**src/rtl/dilithium_pkg.sv**
```systemverilog
// Shared constants and FSM state encoding for the eta rejection sampler.
// Holds the default run length, the eta select encodings and the state type.
package dilithium_pkg;

   localparam int N_DEFAULT = 256;

   localparam logic ETA2_SEL = 1'b0;
   localparam logic ETA4_SEL = 1'b1;

   typedef enum logic [2:0] {
      IDLE,
      FETCH,
      LO,
      HI,
      DONE
   } state_t;

endpackage

```
**src/rtl/rej_eta_stream_if.sv**
```systemverilog
// SHAKE byte stream in, signed coefficient stream out; both valid/ready.
// The slave modport is the sampler side, the master modport is the producer/consumer side.
interface rej_eta_stream_if #(
   parameter int COEF_W = 32,
   parameter int CNT_W  = 9
);
   logic                     in_valid;
   logic [7:0]               in_data;
   logic                     in_ready;
   logic                     out_valid;
   logic signed [COEF_W-1:0] out_coef;
   logic [CNT_W-1:0]         out_idx;
   logic                     out_ready;

   modport slave (
      input  in_valid, in_data, out_ready,
      output in_ready, out_valid, out_coef, out_idx
   );

   modport master (
      output in_valid, in_data, out_ready,
      input  in_ready, out_valid, out_coef, out_idx
   );
endinterface

```
**src/rtl/eta_nibble_map.sv**
```systemverilog
// Combinational nibble -> (accept, coef) map for eta 2 / eta 4; zero latency, no handshake.
// The coefficient is produced at full COEF_W width, so sign extension comes from the arithmetic.
module eta_nibble_map
   import dilithium_pkg::*;
#(
   parameter int COEF_W = 32
) (
   input  logic [3:0]               t,
   input  logic                     eta_sel,
   output logic                     accept,
   output logic signed [COEF_W-1:0] coef
);
   localparam logic signed [COEF_W-1:0] K2   = COEF_W'(2);
   localparam logic signed [COEF_W-1:0] K4   = COEF_W'(4);
   localparam logic signed [COEF_W-1:0] K5   = COEF_W'(5);
   localparam logic signed [COEF_W-1:0] K205 = COEF_W'(205);

   logic signed [COEF_W-1:0] t_w;
   logic signed [COEF_W-1:0] quo;
   logic signed [COEF_W-1:0] rem;

   assign t_w = $signed({{(COEF_W-4){1'b0}}, t});
   // t mod 5 without a divider: (205*t)>>10 equals t/5 for t < 16
   assign quo = (t_w * K205) >>> 10;
   assign rem = t_w - K5 * quo;

   always_comb begin
      accept = 1'b0;
      coef   = '0;
      if (eta_sel == ETA2_SEL) begin
         accept = (t < 4'd15);
         coef   = K2 - rem;
      end else begin
         accept = (t < 4'd9);
         coef   = K4 - t_w;
      end
   end
endmodule

```
**src/rtl/rej_eta_stream.sv**
```systemverilog
// Rejection-samples SHAKE bytes into eta-bounded coefficients: 1 cycle byte-accept to out_valid, up to 3 cycles/byte.
// in_ready only in FETCH; an accepted nibble holds out_coef/out_idx until out_ready, stalling byte intake.
module rej_eta_stream
   import dilithium_pkg::*;
#(
   parameter int N      = N_DEFAULT,
   parameter int COEF_W = 32,
   parameter int CNT_W  = 9
) (
   input  logic             clock,
   input  logic             reset_n,
   input  logic             start,
   input  logic             eta_sel,
   input  logic [CNT_W-1:0] len,
   output logic [CNT_W-1:0] bytes_used,
   output logic             done,
   rej_eta_stream_if.slave  strm
);
   localparam logic [CNT_W-1:0] LEN_MAX = CNT_W'(N);

   state_t                   state;
   state_t                   state_nxt;
   logic                     eta_q;
   logic [CNT_W-1:0]         len_q;
   logic [CNT_W-1:0]         ctr;
   logic [CNT_W-1:0]         ctr_inc;
   logic [CNT_W-1:0]         len_clamp;
   logic [7:0]               byte_q;
   logic [3:0]               nib;
   logic                     nib_accept;
   logic signed [COEF_W-1:0] nib_coef;
   logic                     nib_phase;
   logic                     out_vld;
   logic                     load_run;
   logic                     take_byte;
   logic                     xfer;

   assign len_clamp = (len > LEN_MAX) ? LEN_MAX : len;
   assign ctr_inc   = ctr + CNT_W'(1);
   assign nib_phase = (state == LO) || (state == HI);
   assign nib       = (state == HI) ? byte_q[7:4] : byte_q[3:0];

   eta_nibble_map #(
      .COEF_W (COEF_W)
   ) u_map (
      .t       (nib),
      .eta_sel (eta_q),
      .accept  (nib_accept),
      .coef    (nib_coef)
   );

   assign out_vld        = nib_phase && nib_accept;
   assign strm.out_valid = out_vld;
   assign strm.out_coef  = out_vld ? nib_coef : '0;
   assign strm.out_idx   = ctr;
   assign strm.in_ready  = (state == FETCH);
   assign done           = (state == DONE);

   always_comb begin
      state_nxt = state;
      load_run  = 1'b0;
      take_byte = 1'b0;
      xfer      = 1'b0;
      case (state)
         IDLE: begin
            if (start) begin
               load_run  = 1'b1;
               state_nxt = (len_clamp == '0) ? DONE : FETCH;
            end
         end
         FETCH: begin
            if (strm.in_valid) begin
               take_byte = 1'b1;
               state_nxt = LO;
            end
         end
         LO, HI: begin
            if (!nib_accept) begin
               state_nxt = (state == LO) ? HI : FETCH;
            end else if (strm.out_ready) begin
               xfer = 1'b1;
               // Reaching len on a low nibble drops the high nibble of that byte
               if (ctr_inc == len_q) state_nxt = DONE;
               else                  state_nxt = (state == LO) ? HI : FETCH;
            end
         end
         DONE: begin
            if (!start) state_nxt = IDLE;
         end
         default: state_nxt = IDLE;
      endcase
   end

   always_ff @(posedge clock or negedge reset_n) begin
      if (!reset_n) begin
         state      <= IDLE;
         eta_q      <= 1'b0;
         len_q      <= '0;
         ctr        <= '0;
         bytes_used <= '0;
         byte_q     <= '0;
      end else begin
         state <= state_nxt;
         if (load_run) begin
            eta_q      <= eta_sel;
            len_q      <= len_clamp;
            ctr        <= '0;
            bytes_used <= '0;
         end
         if (take_byte) begin
            byte_q     <= strm.in_data;
            bytes_used <= bytes_used + CNT_W'(1);
         end
         if (xfer) ctr <= ctr_inc;
      end
   end
endmodule

```
**src/flat_wrapper.sv**
```systemverilog
// flat-port wrapper written by rule: the top's interface ports become plain ports
module rej_eta_stream_flat import dilithium_pkg::*;
#(
   parameter int N      = N_DEFAULT,
   parameter int COEF_W = 32,
   parameter int CNT_W  = 9
)
  (clock, reset_n, start, eta_sel, len, bytes_used, done, strm_in_valid, strm_in_data, strm_out_ready, strm_in_ready, strm_out_valid, strm_out_coef, strm_out_idx);
  rej_eta_stream_if #(.COEF_W(COEF_W), .CNT_W(CNT_W)) strm_i ();
  input  logic clock;
  input  logic reset_n;
  input  logic start;
  input  logic eta_sel;
  input  logic [CNT_W-1:0] len;
  output logic [CNT_W-1:0] bytes_used;
  output logic done;
  input wire logic [$bits(strm_i.in_valid)-1:0] strm_in_valid;
  input wire logic [$bits(strm_i.in_data)-1:0] strm_in_data;
  input wire logic [$bits(strm_i.out_ready)-1:0] strm_out_ready;
  output wire logic [$bits(strm_i.in_ready)-1:0] strm_in_ready;
  output wire logic [$bits(strm_i.out_valid)-1:0] strm_out_valid;
  output wire logic [$bits(strm_i.out_coef)-1:0] strm_out_coef;
  output wire logic [$bits(strm_i.out_idx)-1:0] strm_out_idx;
  assign strm_i.in_valid = strm_in_valid;
  assign strm_i.in_data = strm_in_data;
  assign strm_i.out_ready = strm_out_ready;
  assign strm_in_ready = strm_i.in_ready;
  assign strm_out_valid = strm_i.out_valid;
  assign strm_out_coef = strm_i.out_coef;
  assign strm_out_idx = strm_i.out_idx;
  rej_eta_stream #(.N(N), .COEF_W(COEF_W), .CNT_W(CNT_W)) u_core (.clock(clock), .reset_n(reset_n), .start(start), .eta_sel(eta_sel), .len(len), .bytes_used(bytes_used), .done(done), .strm(strm_i));
endmodule
```
**config.mk**
```make
export PLATFORM = sky130hd
export DESIGN_NAME = rej_eta_stream_flat
export DESIGN_NICKNAME = d
export VERILOG_FILES = /design/src/rtl/dilithium_pkg.sv /design/src/rtl/rej_eta_stream_if.sv /design/src/rtl/eta_nibble_map.sv /design/src/rtl/rej_eta_stream.sv /design/src/flat_wrapper.sv
export SDC_FILE = /design/constraint.sdc
export NUM_CORES = 1
export LEC_CHECK = 0
export CELL_PAD_IN_SITES_DETAIL_PLACEMENT = 0
export CELL_PAD_IN_SITES_GLOBAL_PLACEMENT = 1
export CORE_UTILIZATION = 34
export CTS_CLUSTER_DIAMETER = 50
export DETAILED_ROUTE_END_ITERATION = 6
export GPL_TIMING_DRIVEN = 0
export PLACE_DENSITY = 0.76
export SYNTH_ARGS = -nofsm -noshare
export SYNTH_HDL_FRONTEND = slang
export SYNTH_HIERARCHICAL = 1
export SYNTH_SLANG_ARGS = --single-unit
```
**constraint.sdc**
```tcl
create_clock -name clock -period 7.7 [get_ports clock]
set_input_delay 2.31 -clock clock [delete_from_list [all_inputs] [get_ports clock]]
set_output_delay 2.31 -clock clock [all_outputs]
set_load 0.1 [all_outputs]
```
==> results.json <==
{
  "cp.depth": 18,
  "grt_usage": 0.168,
  "cts-buffers-inserted": 5,
  "post-route-util": 0.512,
  "drt_wl_total_um": 8260,
  "max_cap_violations": 0,
  "synth_area_per_cell_um2": 8.33,
  "grt_pass1_vias": 2887,
  "hold-worst-slack_ns": 0.479,
  "die-area_um2": 10100,
  "synth_edf_count": 0,
  "hpwlAfterDp_um": 5940,
  "ios": 76,
  "cts.sinks": 39,
  "holdCritStartpoint": "u_core/byte_q[2]$_DFFE_PN0P_",
  "slowest_stage": "dlygate4sd2_1",
  "ff2ff_path_depth": 12,
  "layout-drive-gt1-share": 0.309,
  "vias": 2980,
  "drc": 0,
  "cts-htree-levels": 2,
  "max_stage_delay_ns": 0.85,
  "core_area_um2": 9330,
  "path_max_fanout": 4,
  "holdPathStages": 2,
  "postPlaceCellArea_um2": 4240,
  "fin_crit_ns": 7.52,
  "cts_root_buf": "clkbuf_8",
  "netlist_instances": 396,
  "path_delay_family": "adder cells",
  "setup_viol": 0,
  "diodes": 0,
  "dieWidth_um": 101,
  "status": "finished, final reports clean",
  "fin_area_um2": 4780,
  "critPathLaunchType": "flop",
  "synth.distinct_cells": 53,
  "cts_tree": "done",
  "regArea_um2": 977,
  "final_common_cell": "nand2_1",
  "crit_type": "flop to output port",
  "start_util": 0.354,
  "clockBufferDepth": 2,
  "maxSlewViolCount": 0,
  "slew_headroom": 0.347,
  "worst-endpoint-arrival_ns": 5.21,
  "finalCritPeriodShare": 0.977,
  "fin_nets": 545,
  "syn_to_final_growth_pct": 44.7,
  "grt_max_degree": 40,
  "max_slew.worst_pin.slew_ns": 0.977,
  "crit_start": "u_core/state[2]$_DFFE_PN0P_",
  "seq_area_frac_synth": 0.296,
  "reg2reg_from": "u_core/state[2]$_DFFE_PN0P_",
  "die_h_um": 101,
  "hold_buffers": 0,
  "port_buffers": 74,
  "rows": 35,
  "hold_viol": 0,
  "overflow": 0,
  "required_ns": 5.39,
  "ys_seq_elements": 39,
  "finalClockSkew_ns": 0.0115,
  "cpMostUsedCell": "ha_1",
  "synthArstFlopShare": 1.00,
  "yosysWarnings": 6,
  "grt_pass1_wl_um": 13700,
  "drtPass1Iterations": 4,
  "synth_area_um2": 3300,
  "layout_common_cells": "nand2_1 (60), clkdlybuf4s50_1 (42), buf_4 (40)",
  "crit_chain": "nor2b_4, nand2_4, mux2_4, buf_4, ha_1, ha_1, ha_1, a41o_1, o21ai_2, o21bai_1, a221oi_2, xnor2_2, fa_1, inv_1, ha_1, o21ai_0, and2_1, dlygate4sd2_1",
  "path_clk_slew_ns": 0.08,
  "vias_per_cell": 4.78,
  "critPathCaptureType": "output port",
  "fillers": 869,
  "antenna_found_initial": 0,
  "wire_per_inst_um": 13.2,
  "synthFlopType": "dfrtp_1",
  "cp_num_buf_inv": 3,
  "multi_input_area_um2": 2200,
  "synthesis.nets": 447,
  "drt_iter0_drc": 84,
  "ant_nets": 0,
  "min_path_type": "flop to flop",
  "place_congestion": 0.763,
  "fmax_mhz": 133,
  "insertion_delay_ns": 0.30
}
## routing by layer
metal,vias up,GRT usage,part of all wire
met5,-,0,0
met4,0,0.0346,0.0067
met3,4,0.0277,0.037
met2,76,0.289,0.48
met1,1370,0.221,0.48
li1,1530,-,-
## timing repair
item,CTS,global route
cloned,1,1
pin swaps,6,10
setup endpoints to repair,31,31
setup buffers,7,8
resized for setup,190,69
## final timing paths
| check | slack (ns) | end |
|---|---|---|
| hold / removal | 0.48 | u_core/byte_q[2]$_DFFE_PN0P_ |
| max in group asynchronous | 4.96 | u_core/state[2]$_DFFE_PN0P_ |
| hold reg to reg | 0.48 | u_core/byte_q[2]$_DFFE_PN0P_ |
| setup reg to reg | 4.76 | u_core/strm.out_idx[5]$_DFFE_PN0P_ |
| min in group asynchronous | 2.13 | u_core/len_q[3]$_DFFE_PN0P_ |
| setup / recovery | 0.18 | strm_out_coef[1] |
## flip-flops by register name (all words and copies together) (netlist names)
name and flops:
u_core/len_q 9, u_core/state 3, u_core/eta_q 1, u_core/strm.out_idx 9, u_core/bytes_used 9, u_core/byte_q 8
## cell usage after synthesis, drive strengths merged (4+ instances only)
| master | number | area [um^2] |
|---|---|---|
| a21oi | 10 | 53.8 |
| nor2 | 23 | 91.3 |
| nand2b | 10 | 62.6 |
| ha | 27 | 338 |
| mux2 | 4 | 45.0 |
| dfrtp | 39 | 976 |
| a31oi | 4 | 31.3 |
| xor2 | 8 | 77.6 |
| and3 | 7 | 48.8 |
| inv | 16 | 60.1 |
| clkbuf | 8 | 30.0 |
| nand2 | 61 | 229 |
| and4 | 5 | 46.3 |
| and2 | 32 | 200 |
| xnor2 | 12 | 105 |
| buf | 32 | 231 |
| mux2i | 5 | 50.1 |
| o21ai | 35 | 179 |
| nor2b | 4 | 25.0 |
| nor3 | 6 | 30.0 |
| o31ai | 7 | 57.6 |
| nand3 | 8 | 45.0 |
## cell families after synthesis
kind of cell             share of synthesized area
AO/OA/AOI/OAI                                0.149
XOR/XNOR                                    0.0554
adder cells (fa/ha/maj)                      0.108
buffers and inverters                       0.0975
flip-flops                                   0.296
multiplexers                                0.0288
AND/OR/NAND/NOR                              0.265
## worst register-to-register path, cell delays in order, from the launching register on
cell and delay [ns]:
dfrtp_2 0.43, nor2b_4 0.15, nand2_4 0.08, mux2_4 0.35, inv_1 0.17, ha_1 0.24
inv_1 0.05, o31a_1 0.32, and3b_1 0.18, buf_2 0.20, a21oi_2 0.40, o21ai_0 0.18
o41ai_1 0.09
## final cells by class
class / instances / area share
Multi-Input combinational cell: 302 / 0.460
Sequential cell: 39 / 0.205
Timing Repair Buffer: 90 / 0.204
Buffer: 40 / 0.0548
Tap cell: 129 / 0.0338
Clock inverter: 3 / 0.0149
Clock buffer: 5 / 0.0144
Inverter: 16 / 0.0131
## metrics by stage
step / setup slack (ns) / instances / setup TNS, ns
floorplan: 0.152 / 396 / 0
global placement: -1.18 / 599 / -31.48
detailed placement: -1.21 / 599 / -32.41
CTS: 0.0297 / 615 / 0
global route: -0.0310 / 624 / -0.0730
finish: 0.178 / 624 / 0
Power is left out: the tool's default activity adds up to more than one toggle a clock period on the data nets, which glitch-free logic cannot reach.
